`src/rtl/iob_picorv32_bus_merge_pkg.sv`:
```
`default_nettype none
// ============================================================================
// Module   : iob_picorv32_bus_merge_pkg
// Purpose  : Shared constants for the PicoRV32 ibus/dbus merge stage:
//            FSM state encoding and bus-select encoding.
// Ports    : none (package)
// Options  : IOB_PICORV32_BUS_MERGE_RR_EN (consumed by the arbiter)
// Revision : 1.0 - initial release
// ============================================================================
package iob_picorv32_bus_merge_pkg;

  // Merge FSM states
  localparam logic [1:0] IDLE   = 2'd0;
  localparam logic [1:0] HOLD   = 2'd1;
  localparam logic [1:0] WAIT_R = 2'd2;

  // Bus select encoding
  localparam logic SEL_IBUS = 1'b0;
  localparam logic SEL_DBUS = 1'b1;

endpackage
`default_nettype wire

```
`src/rtl/iob_picorv32_bus_merge_arb.sv`:
```
`default_nettype none
// ============================================================================
// Module   : iob_picorv32_bus_merge_arb
// Purpose  : Two-way winner selection between ibus and dbus requests.
//            Default build: fixed priority, dbus wins over ibus.
//            With IOB_PICORV32_BUS_MERGE_RR_EN defined: round-robin on a tie,
//            the bus that did not win last time is granted.
// Ports    : clk_i, rst_i        clock, synchronous active-high reset
//            ibus_avalid_i       instruction request pending
//            dbus_avalid_i       data request pending
//            accept_i            a request was accepted this cycle
//            accept_sel_i        which bus that accepted request belonged to
//            winner_o            selected bus (SEL_IBUS / SEL_DBUS)
// Options  : IOB_PICORV32_BUS_MERGE_RR_EN
// Revision : 1.0 - initial release
// ============================================================================
module iob_picorv32_bus_merge_arb
  import iob_picorv32_bus_merge_pkg::*;
(
  input  logic clk_i,
  input  logic rst_i,
  input  logic ibus_avalid_i,
  input  logic dbus_avalid_i,
  input  logic accept_i,
  input  logic accept_sel_i,
  output logic winner_o
);

`ifdef IOB_PICORV32_BUS_MERGE_RR_EN
  logic last_winner_q;

  always_ff @(posedge clk_i) begin
    if (rst_i) begin
      last_winner_q <= SEL_DBUS;
    end else if (accept_i) begin
      last_winner_q <= accept_sel_i;
    end
  end

  always_comb begin
    winner_o = SEL_IBUS;
    if (ibus_avalid_i && dbus_avalid_i) begin
      // tie: hand the grant to the bus that lost last time
      winner_o = ~last_winner_q;
    end else if (dbus_avalid_i) begin
      winner_o = SEL_DBUS;
    end
  end
`else
  // Fixed priority needs no state; the sequential inputs are intentionally idle.
  logic w_unused;
  assign w_unused = ^{clk_i, rst_i, accept_i, accept_sel_i, ibus_avalid_i};

  always_comb begin
    winner_o = dbus_avalid_i ? SEL_DBUS : SEL_IBUS;
  end
`endif

endmodule
`default_nettype wire

```
`src/rtl/iob_picorv32_bus_merge.sv`:
```
`default_nettype none
// ============================================================================
// Module   : iob_picorv32_bus_merge
// Purpose  : Merges the PicoRV32 instruction (ibus) and data (dbus) IOb-native
//            master buses into a single IOb-native master port. Arbitrates in
//            IDLE with zero-cycle forwarding, locks the grant while the slave
//            stalls (HOLD), and tracks one outstanding read (WAIT_R) so that
//            the response is routed back to the bus that issued it.
// Ports    : clk_i, rst_i                      clock, sync active-high reset
//            ibus_avalid/addr/wdata/wstrb_i    instruction request
//            ibus_rdata/rvalid/ready_o         instruction response
//            dbus_avalid/addr/wdata/wstrb_i    data request
//            dbus_rdata/rvalid/ready_o         data response
//            m_avalid/addr/wdata/wstrb_o       merged request
//            m_rdata/rvalid/ready_i            merged response
// Options  : IOB_PICORV32_BUS_MERGE_RR_EN (round-robin arbitration)
// Revision : 1.0 - initial release
// ============================================================================
module iob_picorv32_bus_merge
  import iob_picorv32_bus_merge_pkg::*;
#(
  parameter int ADDR_W = 32,
  parameter int DATA_W = 32
) (
  input  logic                  clk_i,
  input  logic                  rst_i,
  // instruction bus
  input  logic                  ibus_avalid_i,
  input  logic [ADDR_W-1:0]     ibus_addr_i,
  input  logic [DATA_W-1:0]     ibus_wdata_i,
  input  logic [DATA_W/8-1:0]   ibus_wstrb_i,
  output logic [DATA_W-1:0]     ibus_rdata_o,
  output logic                  ibus_rvalid_o,
  output logic                  ibus_ready_o,
  // data bus
  input  logic                  dbus_avalid_i,
  input  logic [ADDR_W-1:0]     dbus_addr_i,
  input  logic [DATA_W-1:0]     dbus_wdata_i,
  input  logic [DATA_W/8-1:0]   dbus_wstrb_i,
  output logic [DATA_W-1:0]     dbus_rdata_o,
  output logic                  dbus_rvalid_o,
  output logic                  dbus_ready_o,
  // merged master port
  output logic                  m_avalid_o,
  output logic [ADDR_W-1:0]     m_addr_o,
  output logic [DATA_W-1:0]     m_wdata_o,
  output logic [DATA_W/8-1:0]   m_wstrb_o,
  input  logic [DATA_W-1:0]     m_rdata_i,
  input  logic                  m_rvalid_i,
  input  logic                  m_ready_i
);

  logic [1:0] state_q, state_d;
  logic       sel_q, sel_d;

  logic       w_winner;
  logic       w_cur;       // bus currently owning the request path
  logic       w_req_valid; // owning bus has a request on the merged port
  logic       w_req_wr;    // that request is a write
  logic       w_accept;

  // In IDLE the arbiter picks the owner live; in HOLD the grant is locked.
  assign w_cur       = (state_q == IDLE) ? w_winner : sel_q;
  assign w_req_valid = (state_q != WAIT_R) &&
                       ((w_cur == SEL_DBUS) ? dbus_avalid_i : ibus_avalid_i);
  assign w_req_wr    = (w_cur == SEL_DBUS) ? (|dbus_wstrb_i) : (|ibus_wstrb_i);
  assign w_accept    = w_req_valid && m_ready_i;

  iob_picorv32_bus_merge_arb u_arb (
    .clk_i         (clk_i),
    .rst_i         (rst_i),
    .ibus_avalid_i (ibus_avalid_i),
    .dbus_avalid_i (dbus_avalid_i),
    .accept_i      (w_accept),
    .accept_sel_i  (w_cur),
    .winner_o      (w_winner)
  );

  // --------------------------------------------------------------------------
  // State register
  // --------------------------------------------------------------------------
  always_ff @(posedge clk_i) begin
    if (rst_i) begin
      state_q <= IDLE;
      sel_q   <= SEL_IBUS;
    end else begin
      state_q <= state_d;
      sel_q   <= sel_d;
    end
  end

  // --------------------------------------------------------------------------
  // Next-state logic
  // --------------------------------------------------------------------------
  always_comb begin
    state_d = state_q;
    sel_d   = sel_q;
    case (state_q)
      IDLE: begin
        if (w_req_valid) begin
          sel_d = w_cur;
          if (m_ready_i) begin
            state_d = w_req_wr ? IDLE : WAIT_R;
          end else begin
            state_d = HOLD;
          end
        end
      end
      HOLD: begin
        // A granted request withdrawn before acceptance releases the lock.
        if (!w_req_valid) begin
          state_d = IDLE;
        end else if (m_ready_i) begin
          state_d = w_req_wr ? IDLE : WAIT_R;
        end
      end
      WAIT_R: begin
        if (m_rvalid_i) begin
          state_d = IDLE;
        end
      end
      default: begin
        state_d = IDLE;
      end
    endcase
  end

  // --------------------------------------------------------------------------
  // Output logic
  // --------------------------------------------------------------------------
  always_comb begin
    m_avalid_o    = 1'b0;
    m_addr_o      = '0;
    m_wdata_o     = '0;
    m_wstrb_o     = '0;
    ibus_ready_o  = 1'b0;
    dbus_ready_o  = 1'b0;
    ibus_rvalid_o = 1'b0;
    dbus_rvalid_o = 1'b0;
    ibus_rdata_o  = '0;
    dbus_rdata_o  = '0;

    if (w_req_valid) begin
      m_avalid_o = 1'b1;
      if (w_cur == SEL_DBUS) begin
        m_addr_o     = dbus_addr_i;
        m_wdata_o    = dbus_wdata_i;
        m_wstrb_o    = dbus_wstrb_i;
        dbus_ready_o = m_ready_i;
      end else begin
        m_addr_o     = ibus_addr_i;
        m_wdata_o    = ibus_wdata_i;
        m_wstrb_o    = ibus_wstrb_i;
        ibus_ready_o = m_ready_i;
      end
    end

    // Responses are only meaningful while a read is outstanding; an rvalid
    // seen in any other state is a slave error and is swallowed here.
    if (state_q == WAIT_R) begin
      ibus_rdata_o  = m_rdata_i;
      dbus_rdata_o  = m_rdata_i;
      ibus_rvalid_o = m_rvalid_i && (sel_q == SEL_IBUS);
      dbus_rvalid_o = m_rvalid_i && (sel_q == SEL_DBUS);
    end
  end

endmodule
`default_nettype wire

```
`config.mk`:
```
export PLATFORM = sky130hd
export DESIGN_NAME = iob_picorv32_bus_merge
export DESIGN_NICKNAME = d
export VERILOG_FILES = /design/src/rtl/iob_picorv32_bus_merge_pkg.sv /design/src/rtl/iob_picorv32_bus_merge_arb.sv /design/src/rtl/iob_picorv32_bus_merge.sv
export SDC_FILE = /design/constraint.sdc
export NUM_CORES = 1
export LEC_CHECK = 0
export CAP_MARGIN = 20
export CORE_AREA = 3 3 120 122
export DETAILED_ROUTE_END_ITERATION = 8
export DIE_AREA = 0 0 123 125
export DONT_BUFFER_PORTS = 1
export GPL_ROUTABILITY_DRIVEN = 1
export PLACE_DENSITY = 0.3
export SETUP_SLACK_MARGIN = 0.05
export SYNTH_ARGS = -nofsm -noshare
export SYNTH_HDL_FRONTEND = slang
export SYNTH_HIERARCHICAL = 1
export SYNTH_SLANG_ARGS = --single-unit
```
`constraint.sdc`:
```
create_clock -name clk_i -period 3 [get_ports clk_i]
set_input_delay 0.9 -clock clk_i [delete_from_list [all_inputs] [get_ports clk_i]]
set_output_delay 0.9 -clock clk_i [all_outputs]
set_load 0.02 [all_outputs]
```
==> flow_summary.ini <==
[timing]
setup_viol = 0
finalSetupTns_ns = 0
tightest_slew_ns = 0.340
fin_skew_ns = 0.000779
finalCriticalPeriod_ns = 2.89
finalCritPeriodShare_pct = 96.5
final_hold_viol_count = 0
drv_slew = 0
max_clock_freq_mhz = 345
rsz0062_at_grt = true
relSlewSlack_pct = 76.7

[final_layout]
layout_commonest_cell = nand2_1
multi_input_area_um2 = 1240
seq_area_um2 = 60.1
mostFrequentLayoutCells = nand2_1, buf_4, a21oi_1
drive_gt1_share_pct = 32.0
areaGrowthSynthToFinish_pct = 58.9
num_antenna_cells = 0
n_fill_cell = 1490
fin_nets = 562
post-route-cell-area_um2 = 2660

[global_routing]
grt_pass1_wl_um = 10900
antenna_found_initial = 0
grt_overflow = 0
grt_max_degree = 73
grt_use_total_pct = 8.68
grt_pass1_vias = 2199

[route]
wl_per_cell_um = 15.3
highest_layer = met4
first_pass_iters = 4
route.met2.wl_um = 4530
antenna_left = 0
drt-initial-drc-count = 97
wl_met1_um = 3200
met3_length_um = 868
vias_per_cell = 4.21
drc_errors = 0
dr_total_vias = 2368
wl_um = 8620

[floorplan]
chipWidth_um = 123
core-area_um2 = 13300
row_count = 42
pin_count = 311
initial_core_util_pct = 12.6
die_h_um = 125
die_area_um2 = 15400

[power]
cellLeakagePower_nw = 1.29
total_power_uw = 788
peakVddDrop_uv = 144
powerDensity_nw_per_um2 = 296

[clock_tree]
cts.hold.buffers_added = 0
cts_max_level = 1
cts_sinks = 3
cts_root_buffer = clkbuf_16
insertion_delay_ns = 0.22
cts_buffers = 3
tritoncts = done
path_clk_slew_ns = 0.03
clockBufferDepth = 2

[synthesis]
synth_area_um2 = 1670
yosysWarnings = 6
avgSynthCellArea_um2 = 5.15
syn_nets = 499
synthCells = 325

[place]
io_buffers = 0
placed_area_um2 = 2500
dpl.hpwl_um = 6580
place_congestion = 0.742

[critical_path]
crit_type = input port to output port
start_kind = input port
ff2ff_path_depth = 6
crit_end = m_wdata_o[7]
crit_start = dbus_avalid_i
critPathCaptureType = output port
cp_data_arrival_time_ns = 1.99
r2r-start = state_q[0]$_SDFFE_PP0P_
required_ns = 2.10
critPathMaxFanout = 18
rrSetupSlack_ns = 1.14
r2r_end = state_q[1]$_SDFFE_PP0P_

[status]
status = complete, no violations

[hold_path]
min_path_type = flop to flop

[flow_run]
max-cap-violations = 0
where the power goes:
part / leakage, nW / switching (mW) / total [mW] / internal, mW
Sequential: 0.0245 / 0.00406 / 0.0462 / 0.0421
Combinational: 1.23 / 0.321 / 0.534 / 0.212
Clock: 0.0382 / 0.0332 / 0.208 / 0.175
routing by layer:
layer,vias up,track usage (%)
li1,1133,-
met1,1076,9.52
met2,157,16.9
met3,2,1.99
met4,0,1.37
met5,-,0
area by class of cell:
type                    instances  area share [%]
repair buffers                115            39.4
clock buffers                   4            2.96
flip-flops and latches          3            2.26
inverters                       4           0.564
well taps                     176            8.28
multi-input cells             261            46.6
registers in the layout, summed over array words and instances, names as in the netlist:
name	cells
sel_q	1
state_q	2
critical path, cell delays in order:
cell     delay, ns
mux2_2        0.27
a22oi_2       0.26
buf_6         0.17
buf_12        0.16
a21oi_1       0.06
buf_4         0.15
worst min-delay path by stage:
stage                     slack (ns)                 endpoint  cells past startpoint               startpoint
after floorplan                 0.54  state_q[0]$_SDFFE_PP0P_                      1  state_q[1]$_SDFFE_PP0P_
after global placement          0.57  state_q[0]$_SDFFE_PP0P_                      1  state_q[1]$_SDFFE_PP0P_
after detailed placement        0.59  state_q[0]$_SDFFE_PP0P_                      1  state_q[1]$_SDFFE_PP0P_
after CTS                       0.59  state_q[0]$_SDFFE_PP0P_                      1  state_q[1]$_SDFFE_PP0P_
after global routing            0.65  state_q[0]$_SDFFE_PP0P_                      1  state_q[1]$_SDFFE_PP0P_
final                           0.59  state_q[0]$_SDFFE_PP0P_                      1  state_q[1]$_SDFFE_PP0P_
metrics by stage:
step	hold slack (ns)	utilization (%)	cells	worst slack (ns)
6_report	0.593	20.0	563	0.105
4_1_cts	0.594	19.4	559	0.0826
5_1_grt	0.647	20.0	563	0.0439
3_5_place_dp	0.589	18.8	555	0.0793
2_1_floorplan	0.543	-	325	0.0939
3_3_place_gp	0.572	18.8	555	0.108
repair_timing:
action / 4_1_cts / 5_1_grt
buffers inserted: 0 / 1
endpoints found under the setup margin: 0 / 56
gates resized for setup: 0 / 6
Power figures use the tool's default switching activity.
